<file path="src/rtl/pipe_stage_elastic.sv">
// Elastic pipeline stage register: valid/ready handshake with a two-entry skid buffer,
// synchronous flush that inserts bubbles, and a saturating upstream-stall counter.
module pipe_stage_elastic #(
  parameter int DATA_W = 32,
  parameter int CTRL_W = 16,
  parameter int CNT_W  = 8
) (
  input  logic              clk_i,
  input  logic              rst_ni,
  input  logic              flush_i,
  input  logic              in_valid_i,
  output logic              in_ready_o,
  input  logic [DATA_W-1:0] in_data_i,
  input  logic [CTRL_W-1:0] in_ctrl_i,
  output logic              out_valid_o,
  input  logic              out_ready_i,
  output logic [DATA_W-1:0] out_data_o,
  output logic [CTRL_W-1:0] out_ctrl_o,
  output logic [1:0]        occupancy_o,
  input  logic              stall_clr_i,
  output logic [CNT_W-1:0]  stall_cnt_o
);

  typedef enum logic [1:0] {
    ST_EMPTY = 2'd0,
    ST_ONE   = 2'd1,
    ST_FULL  = 2'd2
  } state_e;

  state_e            state_q, state_d;
  logic [DATA_W-1:0] main_data_q, main_data_d, skid_data_q, skid_data_d;
  logic [CTRL_W-1:0] main_ctrl_q, main_ctrl_d, skid_ctrl_q, skid_ctrl_d;
  logic [CNT_W-1:0]  stall_cnt_q, stall_cnt_d;
  logic              accept_s, dequeue_s;

  assign accept_s  = in_valid_i & in_ready_o & ~flush_i;
  assign dequeue_s = out_valid_o & out_ready_i;

  always_ff @(posedge clk_i or negedge rst_ni) begin
    if (!rst_ni) begin
      state_q <= ST_EMPTY;
    end else begin
      state_q <= state_d;
    end
  end

  always_comb begin
    state_d = state_q;
    if (flush_i) begin
      state_d = ST_EMPTY;
    end else begin
      case (state_q)
        ST_EMPTY: begin
          if (accept_s) state_d = ST_ONE;
          else          state_d = ST_EMPTY;
        end
        ST_ONE: begin
          if (accept_s && !dequeue_s)      state_d = ST_FULL;
          else if (!accept_s && dequeue_s) state_d = ST_EMPTY;
          else                             state_d = ST_ONE;
        end
        ST_FULL: begin
          if (dequeue_s) state_d = ST_ONE;
          else           state_d = ST_FULL;
        end
        default: state_d = ST_EMPTY;
      endcase
    end
  end

  // Handshake and occupancy decode purely from registered state: no path from out_ready or in_valid.
  always_comb begin
    in_ready_o  = 1'b1;
    out_valid_o = 1'b0;
    occupancy_o = 2'd0;
    case (state_q)
      ST_EMPTY: begin
        in_ready_o  = 1'b1;
        out_valid_o = 1'b0;
        occupancy_o = 2'd0;
      end
      ST_ONE: begin
        in_ready_o  = 1'b1;
        out_valid_o = 1'b1;
        occupancy_o = 2'd1;
      end
      ST_FULL: begin
        in_ready_o  = 1'b0;
        out_valid_o = 1'b1;
        occupancy_o = 2'd2;
      end
      default: begin
        in_ready_o  = 1'b1;
        out_valid_o = 1'b0;
        occupancy_o = 2'd0;
      end
    endcase
    out_data_o = main_data_q;
    if (out_valid_o) out_ctrl_o = main_ctrl_q;
    else             out_ctrl_o = {CTRL_W{1'b0}};
  end

  always_ff @(posedge clk_i or negedge rst_ni) begin
    if (!rst_ni) begin
      main_data_q <= {DATA_W{1'b0}};
      main_ctrl_q <= {CTRL_W{1'b0}};
      skid_data_q <= {DATA_W{1'b0}};
      skid_ctrl_q <= {CTRL_W{1'b0}};
    end else begin
      main_data_q <= main_data_d;
      main_ctrl_q <= main_ctrl_d;
      skid_data_q <= skid_data_d;
      skid_ctrl_q <= skid_ctrl_d;
    end
  end

  // Flush zeroes held control so a stale bundle can never be presented as a live op.
  always_comb begin
    main_data_d = main_data_q;
    main_ctrl_d = main_ctrl_q;
    skid_data_d = skid_data_q;
    skid_ctrl_d = skid_ctrl_q;
    if (flush_i) begin
      main_ctrl_d = {CTRL_W{1'b0}};
      skid_ctrl_d = {CTRL_W{1'b0}};
    end else begin
      case (state_q)
        ST_EMPTY: begin
          if (accept_s) begin
            main_data_d = in_data_i;
            main_ctrl_d = in_ctrl_i;
          end else begin
            main_data_d = main_data_q;
          end
        end
        ST_ONE: begin
          if (accept_s && dequeue_s) begin
            main_data_d = in_data_i;
            main_ctrl_d = in_ctrl_i;
          end else if (accept_s) begin
            skid_data_d = in_data_i;
            skid_ctrl_d = in_ctrl_i;
          end else begin
            main_data_d = main_data_q;
          end
        end
        ST_FULL: begin
          if (dequeue_s) begin
            main_data_d = skid_data_q;
            main_ctrl_d = skid_ctrl_q;
          end else begin
            main_data_d = main_data_q;
          end
        end
        default: begin
          main_data_d = main_data_q;
        end
      endcase
    end
  end

  always_ff @(posedge clk_i or negedge rst_ni) begin
    if (!rst_ni) begin
      stall_cnt_q <= {CNT_W{1'b0}};
    end else begin
      stall_cnt_q <= stall_cnt_d;
    end
  end

  // Clear wins; otherwise count refused offers, saturating at all-ones.
  always_comb begin
    if (stall_clr_i) begin
      stall_cnt_d = {CNT_W{1'b0}};
    end else if (in_valid_i && !in_ready_o && !flush_i && (stall_cnt_q != {CNT_W{1'b1}})) begin
      stall_cnt_d = stall_cnt_q + {{(CNT_W-1){1'b0}}, 1'b1};
    end else begin
      stall_cnt_d = stall_cnt_q;
    end
  end

  assign stall_cnt_o = stall_cnt_q;

endmodule
</file>
<file path="config.mk">
export PLATFORM = sky130hd
export DESIGN_NAME = pipe_stage_elastic
export DESIGN_NICKNAME = d
export VERILOG_FILES = /design/src/rtl/pipe_stage_elastic.sv
export SDC_FILE = /design/constraint.sdc
export NUM_CORES = 1
export LEC_CHECK = 0
export ABC_AREA = 1
export BUFFER_PORTS_ARGS = -buffer_cell sky130_fd_sc_hd__buf_2
export CAP_MARGIN = 40
export CORE_AREA = 2 2 95 166
export CTS_BUF_LIST = sky130_fd_sc_hd__clkbuf_2
export CTS_CLUSTER_DIAMETER = 60
export DETAILED_ROUTE_END_ITERATION = 10
export DIE_AREA = 0 0 97 168
export MAX_ROUTING_LAYER = met4
export PLACE_DENSITY = 0.58
export SYNTH_ARGS = -nofsm -noshare
export SYNTH_HDL_FRONTEND = slang
export SYNTH_SLANG_ARGS = --single-unit
</file>
<file path="constraint.sdc">
create_clock -name clk_i -period 2.2 [get_ports clk_i]
set_input_delay 0.44 -clock clk_i [delete_from_list [all_inputs] [get_ports clk_i]]
set_output_delay 0.44 -clock clk_i [all_outputs]
set_load 0.01 [all_outputs]
</file>
# [Yosys cells after proc, flatten, opt, wreduce, memory -nomap -nowiden]
# Index checks and enable logic that the tools add are counted.
[classes] n_addsub=1 n_eq_ne=10 mux=24 n_bitwise=5 n_reduce_logical=20
[ops] cell="two-way mux 16 bit" n=8
[ops] cell="two-way mux 32 bit" n=3
[ops] cell="one-hot mux 32 bit (3 select lines)" n=1
[ops] cell="one-hot mux 16 bit (3 select lines)" n=1
[ops] cell="two-way mux 8 bit" n=2
[ops] cell="!= test 3 bit, second input constant" n=3
[ops] cell="adder 8 x 1 -> 8 bit, second input constant" n=1
[ops] cell="!= test 2 bit, second input constant" n=4
[ops] cell="!= test 8 bit, second input constant" n=1
[ops] cell="AND reduction 4 bit" n=2
[ops] cell="logical AND 1 bit" n=6
[ops] cell="two-way mux 2 bit" n=3
[ops] cell="one-hot mux 2 bit (3 select lines)" n=1
[ops] cell="nonzero test 2 bit" n=3
[ops] cell="AND reduction 5 bit" n=1
[ops] cell="two-way mux 1 bit" n=4
[ops] cell="one-hot mux 2 bit (2 select lines)" n=1
[ops] cell="nonzero test 4 bit" n=1
[ops] cell="bitwise AND 1 bit" n=3
[ops] cell="logical NOT 1 bit" n=3
[ops] cell="AND reduction 3 bit" n=1
[ops] cell="nonzero test 3 bit" n=1
[ops] cell="== test 2 x 1 -> 1 bit, second input constant" n=1
[ops] cell="== test 2 bit, second input constant" n=1
[ops] cell="other kinds (3)" n=4
[totals] ff_bits=106 input_bits=54 out_inout_bits=60 word_cells=66

# [Depth between registers and ports, before layout]
[logic_depth] word_depth=10 mapped_depth=12 depth_no_buf=11

# [Least setup slack after synthesis]
# Ideal clock, no wire load.
[synth_timing] kind="reg-to-reg" start="reg state_q[0]" end="reg skid_data_q[10]" setup_ns=0.130 arrival_time_ns=1.797 required_time_ns=2.070 path_slack_ns=0.273 stages_incl_launch_ff=10 n_path_buf=2 synth_period_minus_slack_ns=1.927 path_cell_list="dfrtp_1 -> inv_1 -> ha_1 -> buf_6 -> nor3_4 -> ha_1 -> nand2_2 -> clkbuf_1 -> nand2_1 -> o21ai_0"
[synth_between] elab_chain_cells=7 word_cells_on_any_way=11 classes_between="eq/ne (2); mux (2); bitwise (4); reduce/logical (3)"
[synth_lines] item="start: declaration" line="30" source="state_e state_q, state_d;"
[synth_lines] item="start signal: assignment" line="43" source="state_q <= state_d;"
[synth_lines] item="== test 2 bit / == test 2 x 1 -> 1 bit (equally long branches)" line="76, 127"
[synth_lines] item="two-way mux 1 bit / OR reduction 2 bit (equally long branches)"
[synth_lines] item="bitwise AND 1 bit / two-way mux 1 bit (equally long branches)" line="36, 76"
[synth_lines] item="bitwise AND 1 bit, on equally long branches" line="36, 37"
[synth_lines] item="logical AND 1 bit" line="137" source="if (accept_s && dequeue_s) begin"
[synth_lines] item="NOT 1 bit (no source line)"
[synth_lines] item="AND reduction 4 bit (no source line) (*)"
[synth_lines] item="end signal: assignment" line="107" source="skid_data_q <= {DATA_W{1'b0}};"
[synth_lines] item="end signal: assignment" line="112" source="skid_data_q <= skid_data_d;"
[synth_lines] item="end: declaration" line="31" source="logic [DATA_W-1:0] main_data_q, main_data_d, skid_data_q, skid_data_d;"
# Mark *: on every way between the ends. The rest lies on a longest branch, timed or not.
# A chain may end at the register's enable or synchronous reset.

# [Worst setup path in the final report]
[layout_timing] start="reg state_q[0]" end="out out_ctrl_o[0]"
[layout_between] elab_chain_cells=4 word_cells_on_any_way=5 classes_between="eq/ne (2); mux (2); reduce/logical (1)"
[layout_lines] item="== test 2 bit / == test 2 x 1 -> 1 bit (equally long branches)" line="76" source="case (state_q)"
[layout_lines] item="OR reduction 2 bit (no source line) (*)"
[layout_lines] item="two-way mux 1 bit (*)" line="76"
[layout_lines] item="two-way mux 16 bit (*)" line="99" source="if (out_valid_o) out_ctrl_o = main_ctrl_q;"
[layout_lines] item="end: declaration" line="18" source="output logic [CTRL_W-1:0] out_ctrl_o,"
# Marked as above.

==> results.md <==
* Max FO, Critical Path at 8
* Synth unique cells at 24
* Hold/Removal Path Class: input pin to register
* Worst-Margin Slew at roughly 520 ps
* Pre-CTS setup slack at between 200 and 250 ps
* Max Cap Viol at 0
* DR pass1 iterations at 5
* Flops & latches, synth at approximately 110
* Worst setup margin at about 8.0 ps
* Reg-to-reg critical path startpoint: state_q[1]
* # setup viols final at 0
* Post-Syn Nets at 716
* DIE AREA at 16,300 µm²
* Clock sinks at ~110
* Flop-to-flop setup slack at around 90 ps
* GRT Residual Overflow at 0
* First-pass GRT wire length at between 20,000 and 25,000 µm
* Pins Over Slew Limit at 0
* Clock skew at roughly 30 ps
* # fillers at about 1,600
* Clock transition at path regs at 290 ps
* H-tree Lvls at 3
* FP Rows at 60
* # DRC at 0
* Placed cell area at ~5900 µm²
* Outcome: finished clean
* CP arrival at roughly 1800 ps
* Worst path slowest cell: dfrtp_1
* Worst hold slack at ~59 ps
* Crit path launch type: register
* Vias at roughly 4,500
* Synth Warn # at 0
* Worst VDD drop at 0.305 mV
* Pin count of the biggest net entering global routing at 57
* Data required, critical path at roughly 1800 ps
* R2R depth at 10
* Commonest non-fill, non-tap cell in the layout: nand2_1
* Final core area utilization at 42.1%
* DRT iter0 DRCs at 213
* CP Capture Type: primary output
* Area grow syn2layout at 22.8%
* CP Cell Sequence: inv_2 -> ha_4 -> clkbuf_16 -> nand2_1 -> inv_1 -> buf_2
* Hold path cells at 3
* Max-Slew Margin vs Limit at about two thirds
* Vias per cell at ~4.7
* Commonest non-fill, non-tap cells in the layout: nand2_1, buf_2, dfrtp_1
* Initial antenna violation count at 1
* P_leak at 0.00350 µW
* Port buffer count at between 100 and 150
* CTS root buf: clkbuf_2
* R2R Path End: skid_data_q[12]
* Final GP Congestion at between 0.8 and 0.9
* CP peak stage delay at 450 ps
* Count of final hold-check violations at 0
* Syn Inst Count at 656
* Wire per inst at ~14 µm
* Fmax achieved at roughly 460 MHz
* Final period utilization at around 100%
* CP top delay family: flip-flops
* Worst-Skew Late Latency at a little under 600 ps
* DP HPWL at slightly above 9000 µm
* Final instance area at ~6400 µm²
* CTS Buf Count at 9
* Vias in the first global route at ~4,300
* Layout cell share with drive strength beyond 1 at approximately 22%
* Hold Crit Start: in_data_i[9]
* Hold Path End: skid_data_q[9]
* Buffers from clock root to sink, at most at 2
* Crit path buf inv count at 4
* Top Ports at about 110
* Chip Width at about 97 µm
* Placed Cells at slightly above 900
* Routed WL at around 14,000 µm
* Seq/Total Area, Yosys at about half
* CTS tree: done
* Minimum clock period at about 2200 ps
* RSZ-0062 raised after global routing: yes
* Mapped cell area at between 5000 and 6000 µm²
* Die Height at 168 µm
* Power Density at between 700 and 800 nW/µm²
* Net count of the finished layout at about 830
* Total track usage at ~17%
* Core area at around 15,000 µm²
* Syn Area/Cell at 7.89 µm²
* Kind of critical path: register to primary output
* Initial Utilization at 34.3%
* DRT antenna net count at 0
* Final cell count without fillers at 965
==> state kept, by name, summed over array words and instances, names as in the netlist <==
register,count
stall_cnt_o,8
out_data_o,32
skid_data_q,32
main_ctrl_q,16
state_q,2
skid_ctrl_q,16
==> worst min-delay path, cell delays in order <==
cell and delay [ps]:
buf_2 100, inv_1 50, o21ai_1 70
==> kinds of logic after synthesis <==
kind of cell	synth area share, %
AO/OA/AOI/OAI	11.4
adder cells (fa/ha/maj)	1.45
AND/OR/NAND/NOR	25.1
flip-flops	51.3
buffers and inverters	10.6
XOR/XNOR	0.169
==> through the flow <==
step                      total power, µW  TNS (ps)
after floorplan                      3120         0
after global placement               3540         0
after detailed placement             3570         0
after CTS                            4670      -168
after global routing                 4950     -1550
final                                4630         0
==> synthesized netlist by cell type, drive strengths merged <==
cell type / instances / area [µm²]
a21oi: 10 / 53.8
buf: 22 / 163
clkbuf: 12 / 45.0
dfrtp: 106 / 2650
ha: 6 / 75.1
inv: 91 / 342
nand2: 225 / 885
nand3: 62 / 310
nand4: 2 / 12.5
nor2: 16 / 70.1
nor3: 1 / 16.3
o21ai: 78 / 390
o21bai: 1 / 7.51
o22ai: 22 / 138
or2: 1 / 6.26
xor2: 1 / 8.76
==> power by group <==
group          total, µW  internal, µW  switching (µW)
Sequential          2530          2320             210
Clock               1060           385             678
Combinational       1030           426             607
Total               4630          3140            1490
==> final cells by class <==
class	instances	area (µm²)	share of cell area (%)
Inverter	91	344	5.42
Tap cell	186	233	3.66
Clock buffer	10	50.0	0.788
Clock inverter	6	90.1	1.42
Multi-Input combinational cell	425	2020	31.9
Sequential cell	106	2650	41.7
Timing Repair Buffer	140	957	15.1
Antenna cell	1	2.50	0.0394
==> what timing repair did <==
action / in CTS / in global routing
resized for setup: 9 / 15
gates cloned: 1 / 3
pin swaps: 1 / 2
setup buffers: 6 / 3
hold buffers: 2 / 0
hold endpoints to repair: 29 / 0
endpoints found under the setup margin: 19 / 71
==> per-layer routing <==
layer | track usage, % | routed length (µm)
met1 | 20.6 | 5760
met2 | 29.6 | 7060
met3 | 1.29 | 490
met4 | 7.04 | 255
met5 | - | 0
==> worst max path at each step <==
stage / slack [ps] / startpoint / cells past startpoint / to
after global placement: 230 / state_q[0] / 8 / out_data_o[1]
after floorplan: 270 / state_q[0] / 9 / skid_data_q[10]
after detailed placement: 240 / state_q[0] / 8 / out_data_o[1]
final: 8 / state_q[0] / 6 / out_ctrl_o[0]
after CTS: -20 / state_q[0] / 6 / out_ctrl_o[2]
after global routing: -110 / state_q[1] / 6 / out_ctrl_o[7]
Note: power is estimated with default switching activity, not from simulation.
